==> config.mk <==
export PLATFORM = sky130hd
export DESIGN_NAME = m68k_bus_master
export DESIGN_NICKNAME = d
export VERILOG_FILES = /design/src/rtl/m68k_bus_master.sv
export SDC_FILE = /design/constraint.sdc
export NUM_CORES = 1
export LEC_CHECK = 0
export CELL_PAD_IN_SITES_DETAIL_PLACEMENT = 1
export CELL_PAD_IN_SITES_GLOBAL_PLACEMENT = 1
export CORE_UTILIZATION = 33
export CTS_CLUSTER_SIZE = 14
export DETAILED_ROUTE_END_ITERATION = 8
export HOLD_SLACK_MARGIN = 0.05
export PLACE_DENSITY_LB_ADDON = 0.1
export SYNTH_ARGS = -nofsm -noshare
export SYNTH_HDL_FRONTEND = slang
export SYNTH_SLANG_ARGS = --single-unit
==> constraint.sdc <==
create_clock -name Clk -period 4.4 [get_ports Clk]
set_clock_uncertainty 0.15 [all_clocks]
set_input_delay 0.88 -clock Clk [delete_from_list [all_inputs] [get_ports Clk]]
set_output_delay 0.88 -clock Clk [all_outputs]
set_load 0.01 [all_outputs]
==> src/rtl/m68k_bus_master.sv <==
// 68000-style bus initiator: runs single read/write cycles for an internal engine.
// Optional self-timeout on WAIT is enabled with `define BUS_TIMEOUT_EN.
module m68k_bus_master #(
  parameter int ADDR_WIDTH     = 23,
  parameter int DATA_WIDTH     = 16,
  parameter int TIMEOUT_CYCLES = 255
) (
  input  logic                  Clk,
  input  logic                  Reset_L,
  input  logic                  Req_H,
  input  logic                  ReqRnW_H,
  input  logic [ADDR_WIDTH-1:0] ReqAddr,
  input  logic [DATA_WIDTH-1:0] ReqWData,
  input  logic                  ReqUDS_H,
  input  logic                  ReqLDS_H,
  output logic                  Busy_H,
  output logic                  Ack_H,
  output logic                  Err_H,
  output logic [DATA_WIDTH-1:0] RData,
  output logic [ADDR_WIDTH-1:0] Address,
  output logic [DATA_WIDTH-1:0] DataOut,
  output logic                  DataOutEn_H,
  output logic                  RW,
  output logic                  AS_L,
  output logic                  UDS_L,
  output logic                  LDS_L,
  input  logic [DATA_WIDTH-1:0] DataIn,
  input  logic                  DtackIn_L,
  input  logic                  BerrIn_L
);

  typedef enum logic [2:0] {
    S_IDLE, S_ADDR, S_ASSERT, S_WAIT, S_RELEASE, S_RECOVER
  } state_t;

  state_t                  state_q, state_d;
  logic [ADDR_WIDTH-1:0]   addr_q, addr_d;
  logic [DATA_WIDTH-1:0]   dout_q, dout_d;
  logic [DATA_WIDTH-1:0]   rdata_q, rdata_d;
  logic                    doe_q, doe_d;
  logic                    rw_q, rw_d;
  logic                    as_q, as_d;
  logic                    uds_q, uds_d;
  logic                    lds_q, lds_d;
  logic                    ack_q, ack_d;
  logic                    err_q, err_d;
  logic                    busy_q, busy_d;
  logic                    enu_q, enu_d;
  logic                    enl_q, enl_d;
  logic                    dtack_q, berr_q;

`ifdef BUS_TIMEOUT_EN
  localparam int CW = ($clog2(TIMEOUT_CYCLES + 1) > 8) ? $clog2(TIMEOUT_CYCLES + 1) : 8;
  logic [CW-1:0] cnt_q, cnt_d;
`endif

  // Responder inputs are asynchronous to us; every decision uses the registered copy.
  always_ff @(posedge Clk or negedge Reset_L) begin
    if (!Reset_L) begin
      dtack_q <= 1'b1;
      berr_q  <= 1'b1;
    end else begin
      dtack_q <= DtackIn_L;
      berr_q  <= BerrIn_L;
    end
  end

  always_ff @(posedge Clk or negedge Reset_L) begin
    if (!Reset_L) begin
      state_q <= S_IDLE;
      addr_q  <= '0;
      dout_q  <= '0;
      rdata_q <= '0;
      doe_q   <= 1'b0;
      rw_q    <= 1'b1;
      as_q    <= 1'b1;
      uds_q   <= 1'b1;
      lds_q   <= 1'b1;
      ack_q   <= 1'b0;
      err_q   <= 1'b0;
      busy_q  <= 1'b0;
      enu_q   <= 1'b0;
      enl_q   <= 1'b0;
    end else begin
      state_q <= state_d;
      addr_q  <= addr_d;
      dout_q  <= dout_d;
      rdata_q <= rdata_d;
      doe_q   <= doe_d;
      rw_q    <= rw_d;
      as_q    <= as_d;
      uds_q   <= uds_d;
      lds_q   <= lds_d;
      ack_q   <= ack_d;
      err_q   <= err_d;
      busy_q  <= busy_d;
      enu_q   <= enu_d;
      enl_q   <= enl_d;
    end
  end

`ifdef BUS_TIMEOUT_EN
  always_ff @(posedge Clk or negedge Reset_L) begin
    if (!Reset_L) cnt_q <= '0;
    else          cnt_q <= cnt_d;
  end
`endif

  // Outputs are computed for the state being entered, so they change on the same edge as the state.
  always_comb begin
    state_d = state_q;
    addr_d  = addr_q;
    dout_d  = dout_q;
    rdata_d = rdata_q;
    doe_d   = doe_q;
    rw_d    = rw_q;
    as_d    = as_q;
    uds_d   = uds_q;
    lds_d   = lds_q;
    ack_d   = 1'b0;
    err_d   = 1'b0;
    busy_d  = busy_q;
    enu_d   = enu_q;
    enl_d   = enl_q;
`ifdef BUS_TIMEOUT_EN
    cnt_d   = cnt_q;
`endif
    unique case (state_q)
      S_IDLE: begin
        if (Req_H) begin
          state_d = S_ADDR;
          addr_d  = ReqAddr;
          dout_d  = ReqWData;
          rw_d    = ReqRnW_H;
          doe_d   = !ReqRnW_H;
          busy_d  = 1'b1;
          // No byte enabled is treated as a full-word access.
          enu_d   = ReqUDS_H || !(ReqUDS_H || ReqLDS_H);
          enl_d   = ReqLDS_H || !(ReqUDS_H || ReqLDS_H);
        end
      end
      S_ADDR: begin
        state_d = S_ASSERT;
        as_d    = 1'b0;
        if (rw_q) begin
          uds_d = !enu_q;
          lds_d = !enl_q;
        end
      end
      S_ASSERT: begin
        state_d = S_WAIT;
        uds_d   = !enu_q;
        lds_d   = !enl_q;
`ifdef BUS_TIMEOUT_EN
        cnt_d   = '0;
`endif
      end
      S_WAIT: begin
        if (!berr_q) begin
          state_d = S_RELEASE;
          err_d   = 1'b1;
        end else if (!dtack_q) begin
          state_d = S_RELEASE;
          ack_d   = 1'b1;
          if (rw_q) rdata_d = DataIn;
`ifdef BUS_TIMEOUT_EN
        end else if (cnt_q == CW'(TIMEOUT_CYCLES)) begin
          state_d = S_RELEASE;
          err_d   = 1'b1;
        end else begin
          cnt_d = cnt_q + 1'b1;
`endif
        end
        if (state_d == S_RELEASE) begin
          as_d  = 1'b1;
          uds_d = 1'b1;
          lds_d = 1'b1;
          doe_d = 1'b0;
        end
      end
      S_RELEASE: begin
        state_d = S_RECOVER;
      end
      S_RECOVER: begin
        // Hold off until the responder has withdrawn DTACK/BERR from this cycle.
        if (dtack_q && berr_q) begin
          state_d = S_IDLE;
          rw_d    = 1'b1;
          busy_d  = 1'b0;
        end
      end
      default: begin
        state_d = S_IDLE;
        as_d    = 1'b1;
        uds_d   = 1'b1;
        lds_d   = 1'b1;
        doe_d   = 1'b0;
        rw_d    = 1'b1;
        busy_d  = 1'b0;
      end
    endcase
  end

  assign Busy_H      = busy_q;
  assign Ack_H       = ack_q;
  assign Err_H       = err_q;
  assign RData       = rdata_q;
  assign Address     = addr_q;
  assign DataOut     = dout_q;
  assign DataOutEn_H = doe_q;
  assign RW          = rw_q;
  assign AS_L        = as_q;
  assign UDS_L       = uds_q;
  assign LDS_L       = lds_q;

endmodule

# Yosys cells after proc, flatten, opt, wreduce, memory -nomap -nowiden
# Index checks and enable logic that the tools add are counted.
# W data, S select, Z words.
dict set report totals {
  ff_bits 70
  inputBits 63
}
dict set report op_classes {
  bitwise 5
  mux 26
  reduce_logical 20
  eq_ne 10
}
# op count
set ops {}
lappend ops {{$pmux W3 S6} 1}
lappend ops {{$mux W3} 5}
lappend ops {{$mux W1} 14}
lappend ops {{$pmux W1 S3} 4}
lappend ops {{$reduce_or A4 Y1} 3}
lappend ops {{$eq A3 B3 Y1 const B} 3}
lappend ops {{$reduce_and A3 Y1} 3}
lappend ops {{$ne A2 B2 Y1 const B} 4}
lappend ops {{$pmux W1 S4} 2}
lappend ops {{$eq A3 B2 Y1 const B} 2}
lappend ops {{$reduce_and A2 Y1} 3}
lappend ops {{$not A1 Y1} 5}
lappend ops {{$logic_not A1 Y1} 4}
lappend ops {{$reduce_and A4 Y1} 1}
lappend ops {{$eq A3 B1 Y1 const B} 1}
lappend ops {{$logic_not A3 Y1} 1}
lappend ops {{$logic_or A1 B1 Y1} 3}
lappend ops {{$reduce_or A3 Y1} 1}
lappend ops {{$logic_and A1 B1 Y1} 1}

# Logic depth before layout (Yosys ltp)
# Gate-level depths: netlist of run 1.
dict set report depth {
  ltp_word 6
  ltp_mapped 6
  ltp_nobuf 3
}

# Least setup slack after synthesis of run 1
# OpenSTA, ideal clock, no wires.
dict set report synth_timing {
  path_kind {input to register}
  startpoint {in Req_H}
  endpoint {reg doe_q, in the netlist DataOutEn_H}
  path_buffers 2
  slack_ns 2.374
  stages 4
  t_arrival_ns 1.756
  setup_ns 0.120
  required_time_ns 4.130
  path_cell_list {or4b_4 -> buf_6 -> buf_6 -> a31o_1}
}
dict set report synth_via {
  elab_chain_cells 2
}
# item line
set synth_lines {}
lappend synth_lines {{start: declaration} 10} ;# input logic Req_H,
lappend synth_lines {{$ne A2 B2 Y1 (no source line)} --}
lappend synth_lines {{$reduce_and A3 Y1 (no source line)} --}
lappend synth_lines {{end signal: assignment} 89} ;# doe_q <= doe_d;
lappend synth_lines {{end: declaration} 40} ;# logic doe_q, doe_d;
# Every way passes these cells.
# A chain may end at the register's enable or synchronous reset.

# Worst setup path in the final report of run 1
dict set report layout_timing {
  startpoint {reg rw_q, in the netlist RW}
  endpoint {out RW}
}
# item line
set layout_lines {}
lappend layout_lines {{start: declaration} 41} ;# logic rw_q, rw_d;
lappend layout_lines {{start signal: assignment} 90} ;# rw_q <= rw_d;
lappend layout_lines {{end: declaration} 23} ;# output logic RW,
# No word-level cell between the ends.

==> results of run 1 <==
==> power breakdown <==
group / internal (mW) / total (mW) / switching (mW)
sequential: 0.953 / 1.14 / 0.191
clock: 0.321 / 0.578 / 0.257
combinational: 0.706 / 1.23 / 0.523
total: 1.98 / 2.95 / 0.971
==> cell usage after synthesis (all sizes together) <==
master,count,area share (%)
inv,5,0.69
nand2,119,16
dfstp,6,5.8
nor2,7,1.2
a21oi,1,0.18
mux2,16,6.6
a22oi,2,0.55
a31oi,2,0.46
a21o,1,0.28
nor3b,1,0.28
buf,8,2.2
nor4b,1,0.87
a211o,1,0.32
dfrtp,64,59
o21ai,7,1.3
a31o,2,0.64
o32ai,1,0.32
a21boi,1,0.28
o311a,1,0.37
nand2b,1,0.23
nand3b,2,0.55
and3,1,0.23
or4b,1,0.50
clkbuf,5,0.69
nor4bb,1,0.37
==> layer usage <==
layer	vias to the layer above	GRT usage (%)	routed length (um)
li1	1070	-	-
met3	8	6.897	665
met1	1052	21.90	2986
met5	-	0	0
met4	0	5.769	63
met2	84	26.35	3199
==> registers in the layout, summed over array words and instances, names as in the netlist, 3 cells and up <==
name,flops
Address,23
DataOut,16
RData,16
state_q,3
==> cells by family after synthesis <==
| logic type | after synthesis |
|---|---|
| muxes | 16 |
| DFF | 70 |
| and+or+nand+nor | 134 |
| buffers and inverters | 18 |
| AOI/OAI and AO/OA | 19 |
==> final timing paths <==
check                                  startpoint                   end  slack, ps  depth (start not counted)
setup / recovery                   RW$_DFFE_PN1P_                    RW       1920                          1
hold / removal                  enu_q$_DFFE_PN0P_     UDS_L$_DFFE_PN1P_        270                          1
setup reg to reg           state_q[1]$_DFFE_PN0P_  RData[8]$_DFFE_PN0P_       2400                          3
hold reg to reg                 enu_q$_DFFE_PN0P_     UDS_L$_DFFE_PN1P_        270                          1
max in group asynchronous                 Reset_L     dtack_q$_DFF_PN1_       2610                          2
min in group asynchronous                 Reset_L  RData[5]$_DFFE_PN0P_        500                          1
==> layout make-up <==
type                            count  area [um^2]  share of cell area, %
Inverter                            5        18.77                 0.4405
Sequential cell                    70         1759                  41.29
Multi-Input combinational cell    169        870.8                  20.44
Tap cell                          102        127.6                  2.996
Clock buffer                        9        123.9                  2.907
Timing Repair Buffer              127         1261                  29.60
Clock inverter                      7        98.84                  2.320
==> run metrics, run 1 <==
most frequent cells in the layout=124 x clkdlybuf4s50_1, 119 x nand2_1, 64 x dfrtp_1; CP bufs+invs=1; Hold Fails Final Rpt=0; DR vias/cell=4.528; Synth Area in Adders=0%; final std cells w/o fill=489; cts bufs inserted=9; HP Class=reg2reg; first-pass GRT wire length=11.42 mm; proportion of layout cells with a drive suffix above 1=11.63%; clk root buf=clkbuf_8; ant diodes=0; Total Power=2.951 mW; RSZ-0062 raised after global routing=no; Setup WS post-layout=1923 ps; WP data required=3370 ps; main combinational cell family by area after synthesis=simple AND/OR/NAND/NOR gates; largest net degree at the start of global routing=46; hold_ws=273.9 ps; register area share after synthesis=64.47%; FMAX=0.4038 GHz; Slew headroom=41.37%; fill count=889; initial antenna violation count=0; measured slew at the worst slew-check pin=879.5 ps; worst-path cell chain=clkdlybuf4s50_1; synthesized flop and latch total=70; die area=8637 um^2; post-place setup slack=1688 ps; crit share post-route=56.29%; Ys Warns=0; Initial Util=34.77%; post-route cell area=4260 um^2; setup bufs post-CTS=0; critical path class=reg2out; Layout Nets=445; compound-cell area share of the yosys netlist=4.677%; syn_nets=320; number of global-route vias before repair=2260; DRC=0; Routed WL=6.916 mm; WL per Instance=14.14 um; # IOs=126; post-synthesis average cell area=10.62 um^2; count of cell types in the netlist=29; CTS tree=yes; P&R area growth vs syn=56.12%; outcome=finished clean; Final Util=54.29%; family with the most delay on the worst path=flip-flops; GRT Residual Overflow=0; port buffer count=125; Post-Synthesis Cells=257; Detailed Route Iter0 Violations=40; # clock sinks=70; leakage power=1.959 nW; slowest stage cell on the critical path=dfstp_2; total global-route track usage=17.14%; Fin Setup TNS=0 ps; Worst Path Max Fanout=4; Tmin final=2477 ps; final HPWL from detailed placement=4.817 mm; ANT nets after route=0; H-tree depth=3; placed inst area=4038 um^2; Critical Path AT=1450 ps; Die Width=92.94 um; hold_buf cts=0; Power Dens Cells=692.7 nW/um^2; std cell rows=32; Max Buffers Root-to-Sink=2; CORE AREA=7848 um^2; Die H=92.94 um; CTS clk-pin slew, worst paths=80 ps; share of the synthesized netlist area taken by xor and xnor gates=0%; Inst Count DP=473; Worst setup EP type=primary output; max-cap violations=0; Worst path max stage delay=570 ps; crit path launch type=flop; Final Setup Violations=0; peak supply drop=0.2872 mV; post-CTS sizing=0; RePlAce Congestion=0.6965; max-slew violations=0; via count=2214; Post-Synth Simple-Gate Area=20.63%; Mapped Area=2729 um^2; commonest non-fill, non-tap cell in the layout=clkdlybuf4s50_1; Pre-antenna DRT Iters=4; Skew-Pair Late Insertion Delay=340 ps; post-synthesis mux area share=6.602%
(Power assumes the default switching activity.)
==> run 2: changes to the inputs <==
--- a/config.mk
+++ b/config.mk
@@ -7,7 +7,7 @@
 export LEC_CHECK = 0
 export CELL_PAD_IN_SITES_DETAIL_PLACEMENT = 1
 export CELL_PAD_IN_SITES_GLOBAL_PLACEMENT = 1
-export CORE_UTILIZATION = 33
+export CORE_UTILIZATION = 27
 export CTS_CLUSTER_SIZE = 14
 export DETAILED_ROUTE_END_ITERATION = 8
 export HOLD_SLACK_MARGIN = 0.05
==> constraint.sdc (replaced) <==
create_clock -name Clk -period 2.26 [get_ports Clk]
set_clock_uncertainty 0.15 [all_clocks]
set_input_delay 0.452 -clock Clk [delete_from_list [all_inputs] [get_ports Clk]]
set_output_delay 0.452 -clock Clk [all_outputs]
set_load 0.01 [all_outputs]
==> run metrics, run 2 (synthesis results as in run 1) <==
outcome=finished clean; post-place setup slack=146.2 ps; initial antenna violation count=0; most frequent cells in the layout=124 x clkdlybuf4s50_1, 119 x nand2_1, 64 x dfrtp_1; Detailed Route Iter0 Violations=28; setup bufs post-CTS=0; Skew-Pair Late Insertion Delay=330 ps; ant diodes=0; CP bufs+invs=1; H-tree depth=3; die area=10510 um^2; Fin Setup TNS=0 ps; Slew headroom=66.58%; Hold Fails Final Rpt=0; RSZ-0062 raised after global routing=no; worst setup path start=RW$_DFFE_PN1P_; switching portion of total power=33.06%; GRT Residual Overflow=0; crit path launch type=flop; crit share post-route=90.72%; port buffer count=125; Pre-antenna DRT Iters=4; proportion of layout cells with a drive suffix above 1=11.96%; Sw Pwr=1.850 mW; cts bufs inserted=9; final std cells w/o fill=526; leakage power=1.978 nW; via count=2241; HP Class=reg2reg; Setup WS post-layout=209.8 ps; number of global-route vias before repair=2267; clock power share=16.2%; # IOs=126; Final Util=44.24%; RePlAce Congestion=0.6826; commonest non-fill, non-tap cell in the layout=clkdlybuf4s50_1; total global-route track usage=14.58%; max-slew violations=0; slowest stage cell on the critical path=dfstp_2; Worst setup EP type=primary output; FMAX=0.4878 GHz; std cell rows=36; Final Setup Violations=0; critical path class=reg2out; DRC=0; Worst R2R Start=state_q[2]$_DFFE_PN0P_; Routed WL=7.241 mm; Critical Path AT=1450 ps; Worst Path Max Fanout=4; clk root buf=clkbuf_8; sequential power share=39.5%; Power Dens Cells=1294 nW/um^2; measured slew at the worst slew-check pin=494.6 ps; max-cap violations=0; first-pass GRT wire length=11.47 mm; CORE AREA=9774 um^2; peak supply drop=0.4468 mV; Tmin final=2050 ps; WP data required=1660 ps; ANT nets after route=0; Worst Hold Launch=enu_q$_DFFE_PN0P_; P&R area growth vs syn=58.46%; max reg flops=23; Worst path max stage delay=570 ps; CTS tree=yes; Die Width=102.5 um; DR vias/cell=4.260; largest net degree at the start of global routing=46; worst-path cell chain=clkdlybuf4s50_1; CTS clk-pin slew, worst paths=70 ps; Logic pwr share=44.3%; Inst Count DP=509; # clock sinks=70; Layout Nets=451; Initial Util=27.92%; WL per Instance=13.77 um; Cell Int Power=3.744 mW; Die H=102.5 um; final HPWL from detailed placement=5.209 mm; family with the most delay on the worst path=flip-flops; Max Buffers Root-to-Sink=2
-- run 2: cell types whose count changed in the layout (fill, tap and decap cells not counted) --
cell	delta
buf_2	-1
clkbuf_1	+3
dlygate4sd3_1	+1
buf_12	+2
bufinv_16	-2
buf_4	+4
clkinv_2	+1
clkbuf_8	+2
clkinv_4	-3
clkinvlp_4	-1
-- run 2: path summary, 6_finish.rpt --
path | depth (start not counted) | to | slack, ps
worst max-delay path | 1 | RW | 210
worst min-delay path | 1 | UDS_L$_DFFE_PN1P_ | 260
worst max register to register | 4 | RData[13]$_DFFE_PN0P_ | 390
max in group asynchronous | 3 | LDS_L$_DFFE_PN1P_ | 840
min in group asynchronous | 2 | state_q[0]$_DFFE_PN0P_ | 450
worst min register to register | 1 | UDS_L$_DFFE_PN1P_ | 260
-- run 2: routing by layer --
metal  vias to the layer above  GRT usage (%)  part of all wire (%)
met4                         0          4.286                   1.1
met5                         -              0                     0
met2                        73          23.69                    49
met3                         6          6.712                   8.9
met1                      1076          17.29                    41
li1                       1086              -                     -
-- run 2: worst register-to-register path: cells and delay by family (launching register included) --
family	cells	cell delay, ps
buf+inv	1	240
flops	1	510
mux	1	380
simple gates	2	480
-- run 2: layout make-up --
| cell class | count | area (um^2) |
|---|---|---|
| fillers | 1108 | 5450 |
| flip-flops and latches | 70 | 1759 |
| repair buffers | 133 | 1336 |
| multi-input cells | 169 | 870.8 |
| well taps | 133 | 166.4 |
| clock buffers | 14 | 162.7 |
| inverters | 5 | 18.77 |
| clock inverters | 2 | 10.01 |
-- run 2: power by group through the flow --
| stage | Combinational [mW] | Clock [mW] | Sequential, mW |
|---|---|---|---|
| final | 2.48 | 0.904 | 2.21 |
| after global placement | 2.49 | 0 | 2.22 |
| after global routing | 2.74 | 0.999 | 2.29 |
| after floorplan | 0.888 | 0 | 2.42 |
| after detailed placement | 2.53 | 0 | 2.24 |
| after CTS | 2.54 | 0.954 | 2.22 |
-- run 2: timing repair --
action / in CTS / in global routing
hold buffers: 1 / 0
hold endpoints to repair: 25 / 0
gates resized for setup: 0 / 0
-- run 2: metrics by stage --
| step | instance area, um^2 | hold WS (ps) | power [mW] |
|---|---|---|---|
| detailed placement | 4141 | 261.4 | 4.765 |
| CTS | 4324 | 263.2 | 5.714 |
| global route | 4324 | 287.4 | 6.035 |
| finish | 4324 | 261.8 | 5.594 |
| floorplan | 2729 | 6.409 | 3.304 |
| global placement | 4141 | 261.7 | 4.707 |
